===== config.mk =====
export PLATFORM = sky130hd
export DESIGN_NAME = mips32_fetch_queue
export DESIGN_NICKNAME = d
export VERILOG_FILES = /design/src/rtl/mips32_fetch_queue.sv
export SDC_FILE = /design/constraint.sdc
export NUM_CORES = 1
export LEC_CHECK = 0
export CORE_UTILIZATION = 52
export DETAILED_ROUTE_END_ITERATION = 12
export PLACE_DENSITY = 0.85
export SETUP_SLACK_MARGIN = 0.15
export SKIP_LAST_GASP = 1
export SLEW_MARGIN = 10
export SYNTH_ARGS = -nofsm -noshare
export SYNTH_HDL_FRONTEND = slang
export SYNTH_SLANG_ARGS = --single-unit
export TNS_END_PERCENT = 20

===== constraint.sdc =====
create_clock -name clk1 -period 3.7 [get_ports clk1]
set_input_delay 0.555 -clock clk1 [delete_from_list [all_inputs] [get_ports clk1]]
set_output_delay 0.555 -clock clk1 [all_outputs]
set_load 0.05 [all_outputs]

===== src/rtl/mips32_fetch_queue.sv =====
// MIPS32 instruction-fetch front end: issues word fetches from a local PC and
// buffers {IR, NPC} pairs in a small FIFO that feeds decode over valid/ready.
module mips32_fetch_queue #(
   parameter int DEPTH = 4,
   parameter int AW    = 10
) (
   input  logic                     clk1,
   input  logic                     rst_n,
   output logic                     imem_req,
   output logic [AW-1:0]            imem_addr,
   input  logic [31:0]              imem_rdata,
   input  logic                     redirect_valid,
   input  logic [31:0]              redirect_pc,
   input  logic                     halt,
   output logic                     id_valid,
   input  logic                     id_ready,
   output logic [31:0]              id_ir,
   output logic [31:0]              id_npc,
   output logic [$clog2(DEPTH):0]   occupancy
);

   localparam int PW = $clog2(DEPTH);
   localparam int CW = PW + 1;

   // Handshake: a head entry leaves when id_valid && id_ready in a cycle with
   // no halt and no redirect; id_valid never depends on id_ready.
   logic [31:0]   ir_q  [DEPTH];
   logic [31:0]   npc_q [DEPTH];
   logic [PW-1:0] rd_ptr_q, rd_ptr_d;
   logic [PW-1:0] wr_ptr_q, wr_ptr_d;
   logic [CW-1:0] count_q, count_d;
   logic [31:0]   pc_q, pc_d;
   logic [31:0]   tag_q, tag_d;
   logic          inflight_q, inflight_d;
   logic          stopped_q, stopped_d;
   logic          run_q;

   logic rsp_hlt;
   logic credit_ok;
   logic issue;
   logic push;
   logic pop;

   assign rsp_hlt   = inflight_q && (imem_rdata[31:26] == 6'b111111);
   // The in-flight word already owns a slot, so pending + held must stay below DEPTH.
   assign credit_ok = (count_q + CW'(inflight_q)) < CW'(DEPTH);
   assign issue     = run_q && !halt && !redirect_valid && !stopped_q && !rsp_hlt && credit_ok;
   assign push      = inflight_q && !redirect_valid;
   assign pop       = id_valid && id_ready && !halt && !redirect_valid;

   assign imem_req  = issue;
   assign imem_addr = pc_q[AW-1:0];
   assign id_valid  = (count_q != '0);
   assign id_ir     = id_valid ? ir_q[rd_ptr_q]  : '0;
   assign id_npc    = id_valid ? npc_q[rd_ptr_q] : '0;
   assign occupancy = count_q;

   always_comb begin
      rd_ptr_d   = rd_ptr_q;
      wr_ptr_d   = wr_ptr_q;
      count_d    = count_q;
      pc_d       = pc_q;
      tag_d      = tag_q;
      inflight_d = inflight_q;
      stopped_d  = stopped_q;
      if (redirect_valid) begin
         rd_ptr_d   = '0;
         wr_ptr_d   = '0;
         count_d    = '0;
         pc_d       = redirect_pc;
         stopped_d  = 1'b0;
         inflight_d = 1'b0;
      end else begin
         inflight_d = issue;
         if (issue) begin
            tag_d = pc_q;
            pc_d  = pc_q + 32'd1;
         end
         if (push) begin
            wr_ptr_d = wr_ptr_q + PW'(1);
            if (rsp_hlt) begin
               stopped_d = 1'b1;
            end
         end
         if (pop) begin
            rd_ptr_d = rd_ptr_q + PW'(1);
         end
         case ({push, pop})
            2'b10:   count_d = count_q + CW'(1);
            2'b01:   count_d = count_q - CW'(1);
            default: count_d = count_q;
         endcase
      end
   end

   always_ff @(posedge clk1 or negedge rst_n) begin
      if (!rst_n) begin
         rd_ptr_q   <= '0;
         wr_ptr_q   <= '0;
         count_q    <= '0;
         pc_q       <= '0;
         tag_q      <= '0;
         inflight_q <= 1'b0;
         stopped_q  <= 1'b0;
         run_q      <= 1'b0;
         for (int i = 0; i < DEPTH; i++) begin
            ir_q[i]  <= '0;
            npc_q[i] <= '0;
         end
      end else begin
         run_q      <= 1'b1;
         rd_ptr_q   <= rd_ptr_d;
         wr_ptr_q   <= wr_ptr_d;
         count_q    <= count_d;
         pc_q       <= pc_d;
         tag_q      <= tag_d;
         inflight_q <= inflight_d;
         stopped_q  <= stopped_d;
         if (push) begin
            ir_q[wr_ptr_q]  <= imem_rdata;
            npc_q[wr_ptr_q] <= tag_q + 32'd1;
         end
      end
   end

endmodule


==> parameters.txt <==
Parameter                              Value

Run status
  Status    finished, final reports clean

Worst setup path
  Ordered list of cells on the worst path    buf_12 -> mux4_2 -> and2_1 -> clkdlybuf4s50_1
  Worst EP required    3.14 ns
  Kind of cell adding the most delay to the critical path    buffers and inverters
  Count of buffer and inverter cells on the critical path    2
  Biggest cell delay along the critical path    0.70 ns
  FF-to-FF Start    occupancy[1]$_DFFE_PN0P_
  Worst setup path start    rd_ptr_q[0]$_DFFE_PN0P_
  Critical path capture point type    output pin
  Slowest cell on the critical path    sky130_fd_sc_hd__clkdlybuf4s50_1
  Start-to-end type of the worst setup path    reg2out
  Maximum fanout encountered on the critical timing path    46
  Setup crit start kind    register
  Arrival time worst endpoint    approximately 2.9 ns

Detailed routing
  Final WL    35.3 mm
  Initial drt markers    834
  Antenna viol nets, final    0
  DR vias    10.9k
  Routed length per placed instance    19.0 µm
  Drt drc    0
  Number of detailed-route iterations in the first pass    6
  Vias/cell    5.87

Timing
  Achievable Freq    292 MHz
  Period minus WS final    3.42 ns
  Worst clock skew    0.0304 ns
  Final number of setup-violating endpoints    0
  Least-Margin Pin Slew    around 1.0 ns
  Setup TNS    0 ns
  Unrepaired setup endpoints after global routing    false
  Number of failing hold endpoints at the final stage    0
  Rel. slew slack    31.9%
  Slew Limit Fails    0
  Final cycle utilization of the critical path    92.5%

Yosys
  Number of enable flip-flop cells after synthesis    0
  Share of async-settable or async-resettable flops after synthesis    100%
  Post-Synthesis Cells    1334
  Post-synth top area share    53.4%
  Synth area leader    sky130_fd_sc_hd__dfrtp_1
  Largest cells by area after synthesis    sky130_fd_sc_hd__dfrtp_1, sky130_fd_sc_hd__mux2_2, sky130_fd_sc_hd__mux4_2
  Portion of the post-synthesis area used by sequential elements    53.4%
  Synth Warn #    0
  Number of synthesized register bits    330
  Flip-flop cell with the highest count after synthesis    sky130_fd_sc_hd__dfrtp_1
  Synth cell types    50
  Synth Area per Inst    11.6 µm²
  Synthesized Nets    between 1k and 1.5k
  Netlist area before placement    15500 µm²

Global route
  Met2 usage    39.9%
  Global route overflow    0
  Pin count of the biggest net entering global routing    114
  First-pass GRT wire length    59.2 mm
  Met3 usage in global routing    3.54%
  GRT Total Usage    24.4%
  Vias in the first global route    about 11k
  Met1 Use GR    33.5%
  Initial antenna violation count    0
  Most crowded layer after global routing    met2

Final layout
  Most frequent cells in the layout    sky130_fd_sc_hd__dfrtp_1, sky130_fd_sc_hd__nand2_1, sky130_fd_sc_hd__clkdlybuf4s50_1, sky130_fd_sc_hd__o21ai_0, sky130_fd_sc_hd__mux2_2
  Nets    between 1.5k and 2k
  Proportion of layout cells with a drive suffix above 1    20.2%
  Diodes inserted    0
  Final instance area    18400 µm²
  Core Util, Final    63.6%
  Growth of design area from synthesis to finish    19.2%
  Most common library cell in the layout ignoring fill and taps    sky130_fd_sc_hd__dfrtp_1

Pwr
  Peak ir drop on the vdd network    279 µV
  Cell area power density    518 nW/µm²
  Leakage power    0.00810 µW

Die
  Placeable core region    29000 µm²
  Vertical die dimension    around 170 µm
  Rows    62
  Effective utilization at floorplan    53.3%
  Chip Width    174 µm
  Area of the die    30400 µm²
  Top-level port count    148

Clock tree
  Cells resized by post-CTS repair    0
  Cts hold-fix bufs    0
  Root Buffer Master    sky130_fd_sc_hd__clkbuf_16
  Clock transition at the registers of the reported paths    0.06 ns
  H-tree Lvls    2
  Total clock sinks    330
  Clock tree from TritonCTS    done
  Number of clock buffers inserted by TritonCTS    36
  Clock latency at the later pin of the worst-skew pair    0.52 ns
  Bufs on Longest Clock Path    3
  Post-CTS setup-driven buffer insertion count    0

Run
  Maxcap violations    0

Place
  Final weighted congestion of routability-driven global placement    about 0.87
  Post-DP HPWL    about 23 mm
  Quantity of I/O buffers inserted on ports    147
  Instance area after placement    17300 µm²

Hold path
  Class of the tightest hold or removal check    in2async
-- sequential cells by signal (all words and copies together) (netlist names) --
signal	count
run_q	1
rd_ptr_q	2
pc_q	32
tag_q	32
inflight_q	1
npc_q	128
stopped_q	1
ir_q	128
occupancy	3
wr_ptr_q	2
-- cell type report --
type                            instances  area, µm²
Timing Repair Buffer                  171       1770
Sequential cell                       330       8260
Tap cell                              384        480
Multi-Input combinational cell        894       6760
Clock buffer                           50       1020
Inverter                               16       60.1
Fill cell                            2160      10600
Clock inverter                         11       92.6
-- layer usage --
metal	up-vias	routed length (µm)
met5	-	0
met4	0	952
met3	70	1920
met2	360	17200
met1	5537	15200
li1	4934	-
-- cell families after synthesis --
family	Yosys count	synth area share, %
other	1	0.0242
adders and majority gates	7	0.615
AOI/OAI and AO/OA	197	7.45
and+or+nand+nor	451	14.0
muxes	201	19.3
xor gates and xnor gates	37	2.10
buffers and inverters	110	3.13
DFF	330	53.4
-- where the power goes --
part / total (µW) / switching [µW] / leakage, µW / internal (µW)
clock network: 3400 / 1400 / 0.000548 / 2000
registers: 4360 / 326 / 0.00438 / 4030
logic: 1790 / 998 / 0.00317 / 797
total: 9560 / 2720 / 0.00810 / 6830
-- through the flow --
stage          hold WS [ns]  power [µW]  instances  worst slack (ns)
3_5_place_dp          0.466        6200       1795             0.643
5_1_grt               0.143        9970       1856             0.171
4_1_cts               0.131        9620       1856             0.243
6_report             0.0827        9560       1856             0.279
2_1_floorplan         0.259        5530       1334              1.07
3_3_place_gp          0.456        6110       1795             0.715
-- synth_stat cells, types with 3 or more instances --
master,n
sky130_fd_sc_hd__a21o_1,5
sky130_fd_sc_hd__a21oi_1,3
sky130_fd_sc_hd__a221o_1,10
sky130_fd_sc_hd__a22oi_1,4
sky130_fd_sc_hd__and2_1,64
sky130_fd_sc_hd__and3_1,5
sky130_fd_sc_hd__and4_1,4
sky130_fd_sc_hd__buf_1,15
sky130_fd_sc_hd__buf_2,18
sky130_fd_sc_hd__buf_4,13
sky130_fd_sc_hd__clkbuf_1,48
sky130_fd_sc_hd__dfrtp_1,330
sky130_fd_sc_hd__ha_1,6
sky130_fd_sc_hd__inv_1,16
sky130_fd_sc_hd__mux2_2,134
sky130_fd_sc_hd__mux2i_1,3
sky130_fd_sc_hd__mux4_2,64
sky130_fd_sc_hd__nand2_1,257
sky130_fd_sc_hd__nand3_1,32
sky130_fd_sc_hd__nand4_1,21
sky130_fd_sc_hd__nor2_1,24
sky130_fd_sc_hd__nor3_1,12
sky130_fd_sc_hd__nor3b_1,3
sky130_fd_sc_hd__nor4_1,5
sky130_fd_sc_hd__nor4_4,3
sky130_fd_sc_hd__o211ai_1,12
sky130_fd_sc_hd__o21ai_0,144
sky130_fd_sc_hd__o311ai_0,12
sky130_fd_sc_hd__or3_1,4
sky130_fd_sc_hd__or4_1,5
sky130_fd_sc_hd__xnor2_1,15
sky130_fd_sc_hd__xor2_1,22
-- final timing paths --
path | slack, ns | cells after the start | end
setup reg to reg | 0.75 | 9 | occupancy[2]$_DFFE_PN0P_
hold / removal | 0.08 | 1 | ir_q[80]$_DFFE_PN0P_
min in group clk1 | 0.47 | 2 | npc_q[63]$_DFFE_PN0P_
max in group asynchronous | 2.53 | 2 | ir_q[74]$_DFFE_PN0P_
setup / recovery | 0.28 | 4 | id_ir[2]
hold reg to reg | 0.47 | 2 | npc_q[63]$_DFFE_PN0P_
No activity file was read; power rests on OpenSTA's default activity.
